## config.mk

```make
export PLATFORM = sky130hd
export DESIGN_NAME = instruction_encoder_loader
export DESIGN_NICKNAME = d
export VERILOG_FILES = /design/src/rtl/instruction_encoder_loader.sv
export SDC_FILE = /design/constraint.sdc
export NUM_CORES = 1
export LEC_CHECK = 0
export CAP_MARGIN = 10
export CORE_ASPECT_RATIO = 1.25
export CORE_MARGIN = 4
export CORE_UTILIZATION = 40
export DETAILED_ROUTE_END_ITERATION = 8
export PLACE_DENSITY = 0.79
export SKIP_CTS_REPAIR_TIMING = 1
export SLEW_MARGIN = 30
export SYNTH_ARGS = -nofsm -noshare
export SYNTH_HDL_FRONTEND = slang
export SYNTH_SLANG_ARGS = --single-unit
export TNS_END_PERCENT = 10
```

## constraint.sdc

```tcl
create_clock -name clock -period 2.6 [get_ports clock]
set_clock_uncertainty 0.15 [all_clocks]
set_input_delay 0.39 -clock clock [delete_from_list [all_inputs] [get_ports clock]]
set_output_delay 0.39 -clock clock [all_outputs]
set_load 0.01 [all_outputs]
```

## src/rtl/instruction_encoder_loader.sv

```systemverilog
// -----------------------------------------------------------------------------
// instruction_encoder_loader
//
// Purpose:
//   Packs instruction fields into 8-bit instruction words and writes them one
//   after another into the instruction memory. It is used to load a program
//   before the processor starts running.
//     register form : word = {op_code[2:0], rs[1:0], low3[2:0]}
//     immediate form: word = {op_code[2:0], imm5[4:0]}
//   A load session begins with `start` and ends after a beat flagged
//   `in_last`, or when the memory is full.
//
// Optional feature (macro LOADER_CHECKSUM_EN):
//   When defined, `checksum` is the XOR of every word written in the current
//   or most recent session. When undefined, `checksum` is tied to 0 and no
//   accumulator register is built.
//
// Handshake:
//   The input side uses valid/ready. A field set is accepted on a rising edge
//   where in_valid && in_ready. in_valid may be raised at any time. Fields must
//   stay stable while in_valid is high and in_ready is low. in_ready is high
//   only in LOAD and only while the memory is not full.
//
// Ports:
//   clock, reset_n     rising-edge clock; asynchronous active-low reset
//   start              one-cycle session request (honoured in IDLE only)
//   in_valid/in_ready  field-set handshake
//   in_last            marks the final field set of the program
//   op_code, rs, low3, use_imm5, imm5   instruction fields
//   mem_we, mem_addr, mem_wdata         instruction memory write port
//   count              words accepted in the current or last session
//   full               count == DEPTH
//   busy               state is not IDLE
//   done               one-cycle pulse at session end
//   checksum           XOR of the session's written words (see above)
//   dbg_state          current FSM state (0 IDLE, 1 LOAD, 2 DONE)
// -----------------------------------------------------------------------------
module instruction_encoder_loader #(
   parameter int DEPTH  = 32,
   parameter int ADDR_W = $clog2(DEPTH)
) (
   input  logic              clock,
   input  logic              reset_n,
   input  logic              start,
   input  logic              in_valid,
   output logic              in_ready,
   input  logic              in_last,
   input  logic [2:0]        op_code,
   input  logic [1:0]        rs,
   input  logic [2:0]        low3,
   input  logic              use_imm5,
   input  logic [4:0]        imm5,
   output logic              mem_we,
   output logic [ADDR_W-1:0] mem_addr,
   output logic [7:0]        mem_wdata,
   output logic [ADDR_W:0]   count,
   output logic              full,
   output logic              busy,
   output logic              done,
   output logic [7:0]        checksum,
   output logic [1:0]        dbg_state
);

   typedef enum logic [1:0] {
      ST_IDLE = 2'd0,
      ST_LOAD = 2'd1,
      ST_DONE = 2'd2
   } state_t;

   localparam logic [ADDR_W:0] DEPTH_C = (ADDR_W+1)'(DEPTH);

   state_t            r_state;
   logic              r_mem_we;
   logic [ADDR_W-1:0] r_mem_addr;
   logic [7:0]        r_mem_wdata;
   logic [ADDR_W:0]   r_count;

   logic              w_full;
   logic              w_in_ready;
   logic              w_accept;
   logic [7:0]        w_word;
   logic [ADDR_W:0]   w_count_inc;

   assign w_full      = (r_count == DEPTH_C);
   assign w_in_ready  = (r_state == ST_LOAD) && !w_full;
   assign w_accept    = in_valid && w_in_ready;
   assign w_count_inc = r_count + 1'b1;

   // The unused fields of the chosen form are ignored.
   assign w_word = use_imm5 ? {op_code, imm5} : {op_code, rs, low3};

   always_ff @(posedge clock or negedge reset_n) begin
      if (!reset_n) begin
         r_state     <= ST_IDLE;
         r_mem_we    <= 1'b0;
         r_mem_addr  <= '0;
         r_mem_wdata <= 8'h00;
         r_count     <= '0;
      end else begin
         case (r_state)
            ST_IDLE: begin
               r_mem_we <= 1'b0;
               if (start) begin
                  r_count <= '0;
                  r_state <= ST_LOAD;
               end
            end
            ST_LOAD: begin
               // The write stage only pulses on an accept. Address and data
               // keep their last values.
               r_mem_we <= w_accept;
               if (w_accept) begin
                  r_mem_addr  <= r_count[ADDR_W-1:0];
                  r_mem_wdata <= w_word;
                  r_count     <= w_count_inc;
                  // Leave on the last beat, or when this beat fills the
                  // memory. This is what prevents a write past DEPTH-1.
                  if (in_last || (w_count_inc == DEPTH_C))
                     r_state <= ST_DONE;
               end
            end
            ST_DONE: begin
               // The final write is visible in this cycle, alongside done.
               r_mem_we <= 1'b0;
               r_state  <= ST_IDLE;
            end
            default: begin
               r_mem_we <= 1'b0;
               r_state  <= ST_IDLE;
            end
         endcase
      end
   end

`ifdef LOADER_CHECKSUM_EN
   logic [7:0] r_checksum;

   // A word is accumulated in the cycle it is actually written.
   always_ff @(posedge clock or negedge reset_n) begin
      if (!reset_n)
         r_checksum <= 8'h00;
      else if ((r_state == ST_IDLE) && start)
         r_checksum <= 8'h00;
      else if (r_mem_we)
         r_checksum <= r_checksum ^ r_mem_wdata;
   end

   assign checksum = r_checksum;
`else
   assign checksum = 8'h00;
`endif

   assign in_ready  = w_in_ready;
   assign mem_we    = r_mem_we;
   assign mem_addr  = r_mem_addr;
   assign mem_wdata = r_mem_wdata;
   assign count     = r_count;
   assign full      = w_full;
   assign busy      = (r_state != ST_IDLE);
   assign done      = (r_state == ST_DONE);
   assign dbg_state = r_state;

endmodule

```

==> impl_metrics.json, run 1 <==
{
  "cts.sinks": 22,
  "synth.distinct_cells": 34,
  "gp_congestion": 0.745,
  "drc": 0,
  "drv_slew": 0,
  "overflow": 0,
  "min_period_ns": 2.46,
  "critical_path_class": "flip-flop to primary output",
  "vdd_drop_max_uv": 568,
  "outcome": "finished clean",
  "fmax_ghz": 0.407,
  "synth_edf_count": 0,
  "worst-path-buf-inv": 1,
  "initialDrtViolationCount": 2,
  "cts_root_buf": "clkbuf_4",
  "cp_max_fo": 9,
  "yosysTopAreaCellShare_pct": 49.5,
  "vias_per_cell": 4.76,
  "design.die.area_um2": 3690,
  "setup_violations": 0,
  "initial_core_util_pct": 41.5,
  "grt_use_total_pct": 13.2,
  "cp_top_family": "simple AND/OR/NAND/NOR gates",
  "cp.required_ns": 2.06,
  "yosysMostFrequentCell": "dfrtp_1",
  "htreeDepth": 1,
  "post-dp-hpwl_um": 1820,
  "first_global_vias": 850,
  "fp.dieW_um": 55.2,
  "nets": 165,
  "synthCells": 100,
  "async_flop_share_pct": 100,
  "cap_violations": 0,
  "drive_above_1_share_pct": 14.0,
  "syn2layout_area_growth_pct": 42.1,
  "stdcell_count": 177,
  "crit_slowest_cell": "clkdlybuf4s50_1",
  "clk_pin_slew_worst_paths_ns": 0.11,
  "grt_max_degree": 31,
  "antenna_found_initial": 0,
  "drt-wirelength-per-cell_um": 13.0,
  "dr.pass1.iters": 4,
  "hold_slack_ns": 0.275,
  "fin_crit_sh_pct": 94.5,
  "port_buffers": 44,
  "fin_ws_ns": 0.142,
  "p_per_area_nw_per_um2": 797,
  "ios": 53,
  "clock_latency_ns": 0.29,
  "fin_setup_tns_ns": 0,
  "cts_tree": "built",
  "ys_seq_elements": 22,
  "synth_top_area_cell": "dfrtp_1",
  "synth_seq_area_share_pct": 49.5,
  "grt_pass1_wl_um": 3660,
  "syn_avg_cell_area_um2": 11.1,
  "core_area_um2": 2680,
  "end_kind": "primary output",
  "yosys-top-cells-count": "dfrtp_1 (22), mux2_2 (9), buf_4 (8), nor2_1 (8), mux2i_1 (6)",
  "drt-total-wl_um": 2290,
  "slowest_delay_ns": 0.48,
  "diodes": 0,
  "dp_worst_setup_slack_ns": 0.394,
  "cts_buffers": 3,
  "rsz0062_at_grt": "false",
  "leakagePower_uw": 0.000730,
  "ys.warnings.count": 0,
  "cp-start-kind": "flip-flop",
  "cp.arrival_ns": 1.92,
  "holdCritPathClass": "primary input to async pin",
  "ant_nets": 0,
  "vias": 842,
  "rows": 21,
  "ys_top_cells_by_area": "dfrtp_1 (49%), mux2_2 (9.1%), mux2i_1 (5.4%)",
  "synth_ff_type": "dfrtp_1",
  "clock_path_buffers": 2,
  "crit_chain": "or3b_4 -> nor3_1 -> nor2b_1 -> clkdlybuf4s50_1",
  "placed_cells": 173,
  "syn_area_um2": 1110,
  "utilization_pct": 59.0,
  "fp.dieH_um": 67.0,
  "finalHoldViolCount": 0
}
==> kinds of logic (layout without fill, tap and decap cells) <==
logic type / after synthesis / in the layout / synth area share, %
AO/OA/AOI/OAI: 16 / 16 / 11.0
buffers and inverters: 17 / 53 / 9.34
other: 1 / 8 / 0.337
multiplexers: 15 / 15 / 14.5
XOR/XNOR: 1 / 1 / 0.788
AND/OR/NAND/NOR: 26 / 26 / 12.3
adder cells (fa/ha/maj): 2 / 2 / 2.25
flip-flops: 22 / 22 / 49.5
==> cell type report <==
type / instances / area [µm²]
clock buffer: 4 / 36.3
fill: 244 / 1100
inverter: 4 / 15.0
multi-input combinational: 68 / 484
sequential: 22 / 552
tap: 34 / 42.5
timing repair buffer: 45 / 450
==> routing by layer <==
metal	global-route usage, %	routed length, µm
met1	14.7	894
met2	24.4	1210
met3	3.13	186
met4	2.74	0
met5	0	0
==> worst paths after layout <==
check | endpoint | cells past startpoint | start | slack (ns)
max in group asynchronous | count[3] | 2 | reset_n | 1.79
max reg2reg | count[2] | 4 | count[3] | 0.51
max | in_ready | 4 | count[3] | 0.14
min reg2reg | mem_addr[3] | 1 | mem_addr[3] | 0.37
min in group clock | mem_addr[3] | 1 | mem_addr[3] | 0.37
min | mem_wdata[7] | 2 | reset_n | 0.28
==> through the flow <==
stage          power [µW]  instance area [µm²]
3_3_place_gp         1080                 1540
3_5_place_dp         1090                 1540
5_1_grt              1350                 1580
6_report             1260                 1580
4_1_cts              1270                 1580
2_1_floorplan         797                 1140
==> cells in the final DEF (no fill, tap or decap) <==
| cell | instances |
|---|---|
| nand2_1 | 5 |
| and2_1 | 1 |
| nor2_1 | 8 |
| dfrtp_2 | 1 |
| or2_2 | 1 |
| nand3_1 | 2 |
| a21oi_2 | 1 |
| and3b_1 | 1 |
| a31o_2 | 1 |
| and3_1 | 1 |
| ha_1 | 2 |
| dfrtp_1 | 21 |
| nor2b_1 | 3 |
| nor3b_1 | 1 |
| conb_1 | 8 |
| a211o_1 | 2 |
| a211oi_1 | 1 |
| inv_1 | 4 |
| clkbuf_8 | 1 |
| mux2i_1 | 6 |
| a21oi_1 | 5 |
| xnor2_1 | 1 |
| a21o_1 | 1 |
| nand3b_1 | 1 |
| o311a_4 | 1 |
| a22o_1 | 1 |
| nor3_1 | 1 |
| or3b_4 | 1 |
| mux2_2 | 9 |
| clkbuf_4 | 3 |
| o21ai_0 | 2 |
| dlymetal6s2s_1 | 1 |
| a21boi_0 | 1 |
| clkdlybuf4s50_1 | 43 |
| buf_4 | 1 |
==> sequential cells by signal, summed over array words and instances, names as in the netlist <==
signal,count
count,6
dbg_state,2
mem_addr,5
mem_wdata,8
mem_we,1
==> power by group <==
| group | switching, µW | total, µW | internal (µW) |
|---|---|---|---|
| Clock | 95.7 | 181 | 85.3 |
| Combinational | 211 | 530 | 319 |
| Sequential | 101 | 548 | 446 |
| Total | 408 | 1260 | 851 |
Power figures use the tool's default switching activity.
==> inputs of run 2 (changes only) <==
clock period = 2.3 ns   (was 2.6 ns; I/O delays follow)
==> impl_metrics.json, run 2 (synthesis results as in run 1) <==
{
  "r2r_cells": 4,
  "top_layer": "met4",
  "design.die.area_um2": 3690,
  "drt-wirelength-per-cell_um": 13.2,
  "design_area_um2": 1600,
  "cap_violations": 0,
  "initial_core_util_pct": 41.5,
  "nFillCells": 248,
  "route.met3.wl_um": 252,
  "fmax_ghz": 0.492,
  "wl_met2_um": 1260,
  "port_buffers": 44,
  "cts_tree": "built",
  "hold_slack_ns": 0.221,
  "nets": 167,
  "grt_max_degree": 31,
  "cts.sinks": 22,
  "fp.dieW_um": 55.2,
  "cp.arrival_ns": 2.08,
  "outcome": "finished clean",
  "drv_slew": 0,
  "clock_latency_ns": 0.30,
  "cp-start-kind": "flip-flop",
  "most-common-layout-cells": "clkdlybuf4s50_1 (42), dfrtp_1 (20), mux2_2 (9), nor2_1 (8), conb_1 (8)",
  "rsz0062_at_grt": "false",
  "largest_reg_flops": 8,
  "finalHoldViolCount": 0,
  "antenna_found_initial": 0,
  "vdd_drop_max_uv": 562,
  "drc": 0,
  "final_common_cell": "clkdlybuf4s50_1",
  "post-dp-hpwl_um": 1890,
  "clock_path_buffers": 2,
  "drive_above_1_share_pct": 16.6,
  "utilization_pct": 59.9,
  "min_period_ns": 2.03,
  "setup_violations": 0,
  "cp.required_ns": 2.35,
  "ios": 53,
  "overflow": 0,
  "core_area_um2": 2680,
  "htreeDepth": 1,
  "initialDrtViolationCount": 17,
  "diodes": 0,
  "dr.pass1.iters": 2,
  "critical_path_class": "flip-flop to flip-flop",
  "fin_crit_sh_pct": 88.3,
  "cp_max_fo": 30,
  "first_global_vias": 867,
  "vias_per_cell": 4.82,
  "stdcell_count": 179,
  "leakagePower_uw": 0.000750,
  "gp_congestion": 0.751,
  "end_kind": "flip-flop",
  "holdCritPathClass": "primary input to async pin",
  "clk_pin_slew_worst_paths_ns": 0.12,
  "grt_use_total_pct": 14.1,
  "wl_met1_um": 830,
  "p_per_area_nw_per_um2": 903,
  "fp.dieH_um": 67.0,
  "drt-total-wl_um": 2370,
  "ant_nets": 0,
  "vias": 863,
  "placed_cells": 175,
  "syn2layout_area_growth_pct": 44.2,
  "cts_root_buf": "clkbuf_4",
  "place_area_um2": 1560,
  "rows": 21,
  "cts_buffers": 3,
  "grt_pass1_wl_um": 3710
}
run 2: cell types whose count changed in the layout (fill, tap and decap cells not counted), sizes merged:
cell,previous run,this run
dlymetal6s2s,1,2
buf,1,3
clkdlybuf4s50,43,42
run 2: metrics by stage:
stage | setup TNS [ns] | total power, µW | setup slack [ns]
after floorplan | 0 | 901 | 0.310
after CTS | -0.191 | 1460 | -0.110
final | 0 | 1450 | 0.268
after global routing | 0 | 1550 | 0.191
after global placement | 0 | 1230 | 0.282
after detailed placement | 0 | 1250 | 0.242
run 2: worst paths after layout:
kind                        startpoint            to  slack (ns)
min in group clock         mem_addr[2]   mem_addr[2]        0.37
setup / recovery              count[3]      count[2]        0.27
hold / removal                 reset_n  mem_wdata[7]        0.22
setup reg to reg              count[3]      count[2]        0.27
hold reg to reg            mem_addr[2]   mem_addr[2]        0.37
max in group asynchronous      reset_n      count[1]        1.53
run 2: worst max-delay path, cell delays in order, from the launching register on:
cell and delay, ns:
dfrtp_1 0.41, or3b_4 0.42, o311a_4 0.46, and3b_1 0.23, a211o_1 0.26
run 2: area by class of cell:
cell class	instances	area (µm²)	area share (%)
inverter	4	15.0	0.936
tap	34	42.5	2.65
clock buffer	4	36.3	2.26
sequential	22	553	34.5
timing repair buffer	47	468	29.2
multi-input combinational	68	489	30.5
run 2: metal layers:
layer / global-route usage (%) / up-vias
li1: - / 414
met3: 6.04 / 2
met1: 13.2 / 415
met4: 6.08 / 0
met2: 25.3 / 32
met5: 0 / -
run 2: report_power, final:
group / internal, µW / switching [µW] / total (µW)
combinational: 371 / 260 / 631
sequential: 506 / 101 / 607
clock: 96.5 / 113 / 210
